$ cat config.mk
export PLATFORM = sky130hd
export DESIGN_NAME = sram_lsu_bridge
export DESIGN_NICKNAME = d
export VERILOG_FILES = /design/src/rtl/sram_lsu_bridge.sv
export SDC_FILE = /design/constraint.sdc
export NUM_CORES = 1
export LEC_CHECK = 0
export ABC_AREA = 1
export BUFFER_PORTS_ARGS = -buffer_cell sky130_fd_sc_hd__buf_2
export CORE_AREA = 8 8 115 117
export CTS_BUF_LIST = sky130_fd_sc_hd__clkbuf_8
export CTS_CLUSTER_DIAMETER = 40
export CTS_CLUSTER_SIZE = 14
export DETAILED_ROUTE_END_ITERATION = 10
export DIE_AREA = 0 0 123 125
export GPL_ROUTABILITY_DRIVEN = 0
export PLACE_DENSITY = 0.82
export SYNTH_ARGS = -nofsm -noshare
export SYNTH_HDL_FRONTEND = slang
export SYNTH_SLANG_ARGS = --single-unit
$ cat constraint.sdc
create_clock -name clk -period 4.1 [get_ports clk]
set_input_delay 0.41 -clock clk [delete_from_list [all_inputs] [get_ports clk]]
set_output_delay 0.41 -clock clk [all_outputs]
set_load 0.01 [all_outputs]
$ cat src/rtl/sram_lsu_bridge.sv
// Load/store bridge from the core memory stage to a single-port word-addressed SRAM.
// One request at a time: IDLE -> ACCESS (sel/ack handshake) -> RESP -> IDLE.
module sram_lsu_bridge #(
  parameter int ADDR_WIDTH = 32,
  parameter int TIMEOUT    = 15
) (
  input  logic                  clk,
  input  logic                  rst,
  input  logic                  req_valid,
  output logic                  req_ready,
  input  logic                  req_we,
  input  logic [1:0]            req_size,
  input  logic                  req_unsigned,
  input  logic [ADDR_WIDTH-1:0] req_addr,
  input  logic [31:0]           req_wdata,
  output logic                  resp_valid,
  output logic                  resp_err,
  output logic [31:0]           resp_rdata,
  output logic                  mem_sel,
  output logic                  mem_we,
  output logic [3:0]            mem_byte_en,
  output logic [ADDR_WIDTH-1:0] mem_addr,
  output logic [31:0]           mem_din,
  input  logic [31:0]           mem_dout,
  input  logic                  mem_ack
);

  typedef enum logic [1:0] {IDLE, ACCESS, RESP} state_t;

  localparam logic [7:0] TMO = 8'(TIMEOUT);

  state_t                  state_q, state_d;
  logic [7:0]              cnt_q, cnt_d;
  logic                    first_q, first_d;
  logic                    err_q, err_d;
  logic [ADDR_WIDTH-1:0]   addr_q;
  logic [3:0]              be_q;
  logic [31:0]             din_q;
  logic                    we_q;
  logic [1:0]              size_q;
  logic                    uns_q;
  logic [1:0]              lane_q;
  logic [31:0]             rdata_q;
  logic                    accept;
  logic                    bad_req;
  logic                    capture;
  logic                    in_access;

  function automatic logic [3:0] lane_en(input logic [1:0] size, input logic [1:0] lo);
    case (size)
      2'b00:   lane_en = 4'b0001 << lo;
      2'b01:   lane_en = lo[1] ? 4'b1100 : 4'b0011;
      default: lane_en = 4'b1111;
    endcase
  endfunction

  function automatic logic [31:0] store_rep(input logic [1:0] size, input logic [31:0] w);
    case (size)
      2'b00:   store_rep = {4{w[7:0]}};
      2'b01:   store_rep = {2{w[15:0]}};
      default: store_rep = w;
    endcase
  endfunction

  function automatic logic [31:0] load_fmt(input logic [1:0] size, input logic uns,
                                           input logic [1:0] lane, input logic [31:0] d);
    logic        [7:0]  b;
    logic        [15:0] h;
    logic signed [7:0]  bs;
    logic signed [15:0] hs;
    b  = 8'(d >> {lane, 3'b000});
    h  = lane[1] ? d[31:16] : d[15:0];
    bs = b;
    hs = h;
    case (size)
      2'b00:   load_fmt = uns ? {24'd0, b} : 32'(bs);
      2'b01:   load_fmt = uns ? {16'd0, h} : 32'(hs);
      default: load_fmt = d;
    endcase
  endfunction

  assign req_ready = (state_q == IDLE) & ~rst;
  assign accept    = req_valid & req_ready;
  assign bad_req   = (req_size == 2'b11)
                   | ((req_size == 2'b01) & req_addr[0])
                   | ((req_size == 2'b10) & (req_addr[1:0] != 2'b00));

  always_comb begin
    state_d = state_q;
    cnt_d   = cnt_q;
    first_d = 1'b0;
    err_d   = err_q;
    capture = 1'b0;
    case (state_q)
      IDLE: begin
        if (accept) begin
          if (bad_req) begin
            state_d = RESP;
            err_d   = 1'b1;
          end else begin
            state_d = ACCESS;
            cnt_d   = 8'd0;
            first_d = 1'b1;
            err_d   = 1'b0;
          end
        end
      end
      ACCESS: begin
        // an ack on the timeout edge still completes the access cleanly
        if (mem_ack) begin
          state_d = RESP;
          err_d   = 1'b0;
          capture = 1'b1;
        end else begin
          cnt_d = cnt_q + 8'd1;
          if (cnt_q + 8'd1 == TMO) begin
            state_d = RESP;
            err_d   = 1'b1;
          end
        end
      end
      RESP:    state_d = IDLE;
      default: state_d = IDLE;
    endcase
  end

  always_ff @(posedge clk or posedge rst) begin
    if (rst) begin
      state_q <= IDLE;
      cnt_q   <= 8'd0;
      first_q <= 1'b0;
      err_q   <= 1'b0;
    end else begin
      state_q <= state_d;
      cnt_q   <= cnt_d;
      first_q <= first_d;
      err_q   <= err_d;
    end
  end

  always_ff @(posedge clk) begin
    if (accept) begin
      addr_q  <= req_addr >> 2;
      be_q    <= lane_en(req_size, req_addr[1:0]);
      din_q   <= store_rep(req_size, req_wdata);
      we_q    <= req_we;
      size_q  <= req_size;
      uns_q   <= req_unsigned;
      lane_q  <= req_addr[1:0];
      rdata_q <= 32'd0;
    end else if (capture) begin
      rdata_q <= we_q ? 32'd0 : load_fmt(size_q, uns_q, lane_q, mem_dout);
    end
  end

  // outputs decode straight from state so reset drops sel/we without waiting for a clock
  assign in_access   = (state_q == ACCESS);
  assign mem_sel     = in_access;
  assign mem_we      = in_access & first_q & we_q;
  assign mem_byte_en = in_access ? be_q : 4'd0;
  assign mem_addr    = in_access ? addr_q : '0;
  assign mem_din     = in_access ? din_q : 32'd0;
  assign resp_valid  = (state_q == RESP);
  assign resp_err    = resp_valid & err_q;
  assign resp_rdata  = resp_valid ? rdata_q : 32'd0;

endmodule

Word-level counts from Yosys, hierarchy flattened
Cells that the tools add are included.
{ "word_totals": {"ff_bits": 116, "in_bits": 104, "output_inout_bits": 105} }
{ "classes": {"addsub": 1, "n_eq_ne": 11, "shifts": 2, "n_mux": 31, "bitwise_logic": 10, "n_reduce_logical": 8} }
{ "op_table": {"columns": ["cell", "n"], "rows": [
  ["two-way mux 32 bit", 5],
  ["one-hot mux 32 bit (2 select lines)", 2],
  ["right shift 32 x 5 -> 8 bit", 1],
  ["two-way mux 30 bit", 1],
  ["two-way mux 8 bit", 3],
  ["two-way mux 16 bit", 1],
  ["one-hot mux 8 bit (2 select lines)", 1],
  ["two-way mux 1 bit", 9],
  ["adder 8 x 1 -> 8 bit (second input constant)", 1],
  ["equality test 8 x 4 -> 1 bit (second input constant)", 1],
  ["two-way mux 2 bit", 4],
  ["two-way mux 4 bit", 2],
  ["one-hot mux 4 bit (2 select lines)", 1],
  ["AND 1 bit", 7],
  ["equality test 2 x 1 -> 1 bit (second input constant)", 3],
  ["equality test 2 bit (second input constant)", 3],
  ["logical NOT 2 bit", 3],
  ["!= test 2 bit (second input constant)", 3],
  ["one-hot mux 2 bit (2 select lines)", 1],
  ["AND reduction 4 bit", 1],
  ["nonzero test 2 bit", 2],
  ["left shift 1 x 2 -> 4 bit (first input constant)", 1],
  ["!= test 3 x 2 -> 1 bit (second input constant)", 1],
  ["AND reduction 3 bit", 1],
  ["other kinds (4)", 5]
]} }

Longest topological paths before layout
{ "depth": {"depth_word": 7, "ltp_mapped": 12, "depth_no_buf": 12} }

Worst setup path after synthesis
OpenSTA, ideal clock, no wires.
{ "synth_timing": {"path_type": "register to register", "start": "register state_q[0]", "end": "register addr_q[0] (enable)", "setup_time_ns": 0.464, "arrival_ns": 3.186, "t_required_ns": 3.636, "setup_slack_ns": 0.450, "stages_incl_launch_ff": 7, "period_less_slack_ns": 3.650, "path_cell_list": "dfrtp_1 > nor2_1 > inv_1 > nor2_1 > nand2_1 > inv_1 > buf_1"} }
{ "synth_via": {"elab_chain_len": 3} }
{ "synth_lines": {"columns": ["item", "line", "text"], "rows": [
  ["start, declared", "32", "state_t state_q, state_d;"],
  ["start signal, assigned", "134", "state_q <= state_d;"],
  ["logical NOT 2 bit", "82", "assign req_ready = (state_q == IDLE) & ~rst;"],
  ["AND 1 bit", "82", null],
  ["via req_ready", "10", "output logic req_ready,"],
  ["AND 1 bit", "83", "assign accept = req_valid & req_ready;"],
  ["via accept", "44", "logic accept;"],
  ["end signal, assigned", "143", "addr_q <= req_addr >> 2;"],
  ["end, declared", "36", "logic [ADDR_WIDTH-1:0] addr_q;"]
]} }
The timed path passes the listed nets, and every way through them passes these cells.
A chain may end at the register's enable or synchronous reset.

Final worst setup path
{ "layout_timing": {"start": "register state_q[0]", "end": "output resp_rdata[11]"} }
{ "layout_via": {"elab_chain_len": 2} }
{ "layout_lines": {"columns": ["item", "line", "text"], "rows": [
  ["equality test 2 bit", "163", "assign resp_valid = (state_q == RESP);"],
  ["two-way mux 32 bit", "165", "assign resp_rdata = resp_valid ? rdata_q : 32'd0;"],
  ["end, declared", "18", "output logic [31:0] resp_rdata,"]
]} }
Every way passes these cells.

==> flow_metrics.tcl <==
set metrics [dict create \
    dp_hpwl_mm 12.1 \
    cts_buffers 17 \
    path_clk_slew_ns 0.08 \
    synth_cells 762 \
    rsz0062_at_grt "no" \
    grt-ovfl-total 0 \
    drc 0 \
    final-setup-viol-count 0 \
    synth_top_area_share_pct 37.2 \
    maxCapViolCount 0 \
    postCtsSetupRepairBufs 0 \
    p_sw_uw 838 \
    r2r-end "rdata_q[23]" \
    peakVddDrop_mv 0.270 \
    hold_violations 0 \
    antenna_found_initial 1 \
    ys_ff_latch 116 \
    switching_share_pct 29.8 \
    wl_per_cell_um 14.4 \
    postRouteAntennaNets 0 \
    synth_top_cells_by_area "edfxtp_1 37%, dfxtp_1 11%, nor2_1 11%" \
    synth_edf_count 72 \
    cp-start-kind "register" \
    yosysMostFrequentCell "nor2_1" \
    core_area_mm2 0.0116 \
    synth_flop_cell "edfxtp_1" \
    fp-row-count 40 \
    path_max_fanout 33 \
    reg2reg_slack_ns 1.82 \
    cts_tree "yes" \
    internal_power_uw 1980 \
    comb_power_share_pct 15.7 \
    synth_top_cell_by_area "edfxtp_1" \
    crit_start "state_q[0]" \
    pwr_density_cell_mw_per_mm2 388 \
    syn_to_final_growth_pct 25.2 \
    finalCritPeriodShare_pct 57.9 \
    r2r-start "lane_q[1]" \
    io_buffers 206 \
    ctsHoldBuffers 1 \
    whs_ns 0.151 \
    synth_cell_types 28 \
    via_per_inst 4.86 \
    boundaryPins 209 \
    yosysSeqAreaShare_pct 53.4 \
    worstSetupEndpointType "output pin" \
    cts_sinks 116 \
    arrival_ns 1.96 \
    syn_avg_cell_area_um2 7.62 \
    worst_pin_slew_ns 0.928 \
    max_freq_mhz 421 \
    drtIter0Drc 408 \
    r2r_cells 7 \
    grt_max_degree 72 \
    yosysWarningCount 0 \
    hold_class "in -> reg" \
    slew_headroom_pct 38.1 \
    worstPathRequired_ns 3.69 \
    clk_latency_ns 0.43 \
    critPathKind "reg -> out" \
    clock_path_buffers 2 \
    synthesis.area_mm2 0.00581 \
    p_seq_share_pct 49.5 \
    grt_pass1_wl_mm 25.5 \
    nNetsFinal 1065 \
    start_util_pct 50.0 \
    outcome "complete, no violations" \
    drive_above_1_share_pct 26.2 \
    ys_top_cells_by_count "170 x nor2_1, 166 x nand2_1, 150 x inv_1" \
    htree_levels 4 \
    ctsResizeCount 0 \
    antennaDiodeCount 0 \
    hp-start "req_addr[5]" \
    skew_ns 0.0156 \
    setup_tns_ns 0 \
    wirelength_mm 16.1 \
    track_usage_pct 20.8 \
    clock_power_share_pct 34.8 \
    p_leak_uw 0.00372 \
    die_area_mm2 0.0154 \
    clockRootBuffer "clkbuf_8" \
    die_y_um 125 \
    async_reset_ff_share_pct 10.3 \
    critPathCapture "resp_rdata[11]" \
    grt_pass1_vias 5373 \
    layout_min_cycle_time_ns 2.37 \
    finalMaxSlewViolations 0 \
    drt_pass1_iterations 5 \
    fp.dieW_um 123 \
    vias 5437 \
]
[flip-flops by register name, indices dropped and copies added (netlist names)]
| name | cells |
|---|---|
| first_q | 1 |
| be_q | 4 |
| uns_q | 1 |
| rdata_q | 32 |
| addr_q | 30 |
| din_q | 32 |
| we_q | 1 |
| state_q | 2 |
| size_q | 2 |
| lane_q | 2 |
| err_q | 1 |
| cnt_q | 8 |
[how the worst min path moves through the flow]
stage / slack [ns] / endpoint / cells past startpoint
after floorplan: 0.27 / cnt_q[0] / 1
after global placement: 0.44 / first_q / 2
after detailed placement: 0.45 / cnt_q[7] / 2
after CTS: 0.13 / addr_q[3] / 1
after global routing: 0.13 / addr_q[27] / 1
final: 0.15 / addr_q[3] / 1
[layout make-up]
class	count	area (um^2)
well taps	147	184
repair buffers	210	1060
inverters	155	583
fillers	1064	4340
flip-flops and latches	116	3100
multi-input cells	459	1970
clock buffers	17	234
clock inverters	15	133
[cell families after synthesis]
| kind of cell | Yosys count | synth area share (%) |
|---|---|---|
| AND/OR/NAND/NOR | 356 | 23.7 |
| buffers and inverters | 188 | 12.7 |
| flip-flops | 116 | 53.4 |
| AO/OA/AOI/OAI | 99 | 9.67 |
| adder cells (fa/ha/maj) | 2 | 0.431 |
| other | 1 | 0.0646 |
[metal layers]
layer | routed length (um) | vias to the layer above | GRT usage, %
met5 | 11 | - | 0
met2 | 7520 | 266 | 33.5
met3 | 1840 | 25 | 8.19
met1 | 6450 | 2417 | 24.8
met4 | 244 | 2 | 6.95
li1 | - | 2727 | -
[through the flow]
stage / total power [uW] / utilization, % / cell area (um^2) / cells / setup slack, ns
after floorplan: 1690 / - / 5810 / 763 / 0.450
after global placement: 1850 / 59.4 / 6890 / 1086 / 1.77
after detailed placement: 1860 / 59.4 / 6890 / 1086 / 1.66
after CTS: 2830 / 62.6 / 7270 / 1119 / 1.69
after global routing: 2950 / 62.6 / 7270 / 1119 / 1.50
final: 2820 / 62.6 / 7270 / 1119 / 1.73
[layout by cell type (no fill, tap or decap), drive strengths merged, types with 9 or more instances in the layout]
master / instances
clkinv: 9
buf: 209
nand2: 169
clkbuf: 17
nor2: 171
inv: 157
dfxtp: 32
nand3: 14
a21oi: 47
o21ai: 34
dfrtp: 12
edfxtp: 72
[power groups by stage]
stage	combinational (uW)	clock, uW	sequential [uW]
6_report	443	980	1390
5_1_grt	502	1040	1400
4_1_cts	447	993	1390
3_5_place_dp	444	0	1420
3_3_place_gp	436	0	1420
2_1_floorplan	282	0	1400
[worst max-delay path, stage by stage (launching register included)]
cell and delay [ns]:
dfrtp_1 0.42, nor2_1 0.26, inv_1 0.45, nor2_1 0.22, buf_2 0.18
Note: power is estimated with default switching activity, not from simulation.
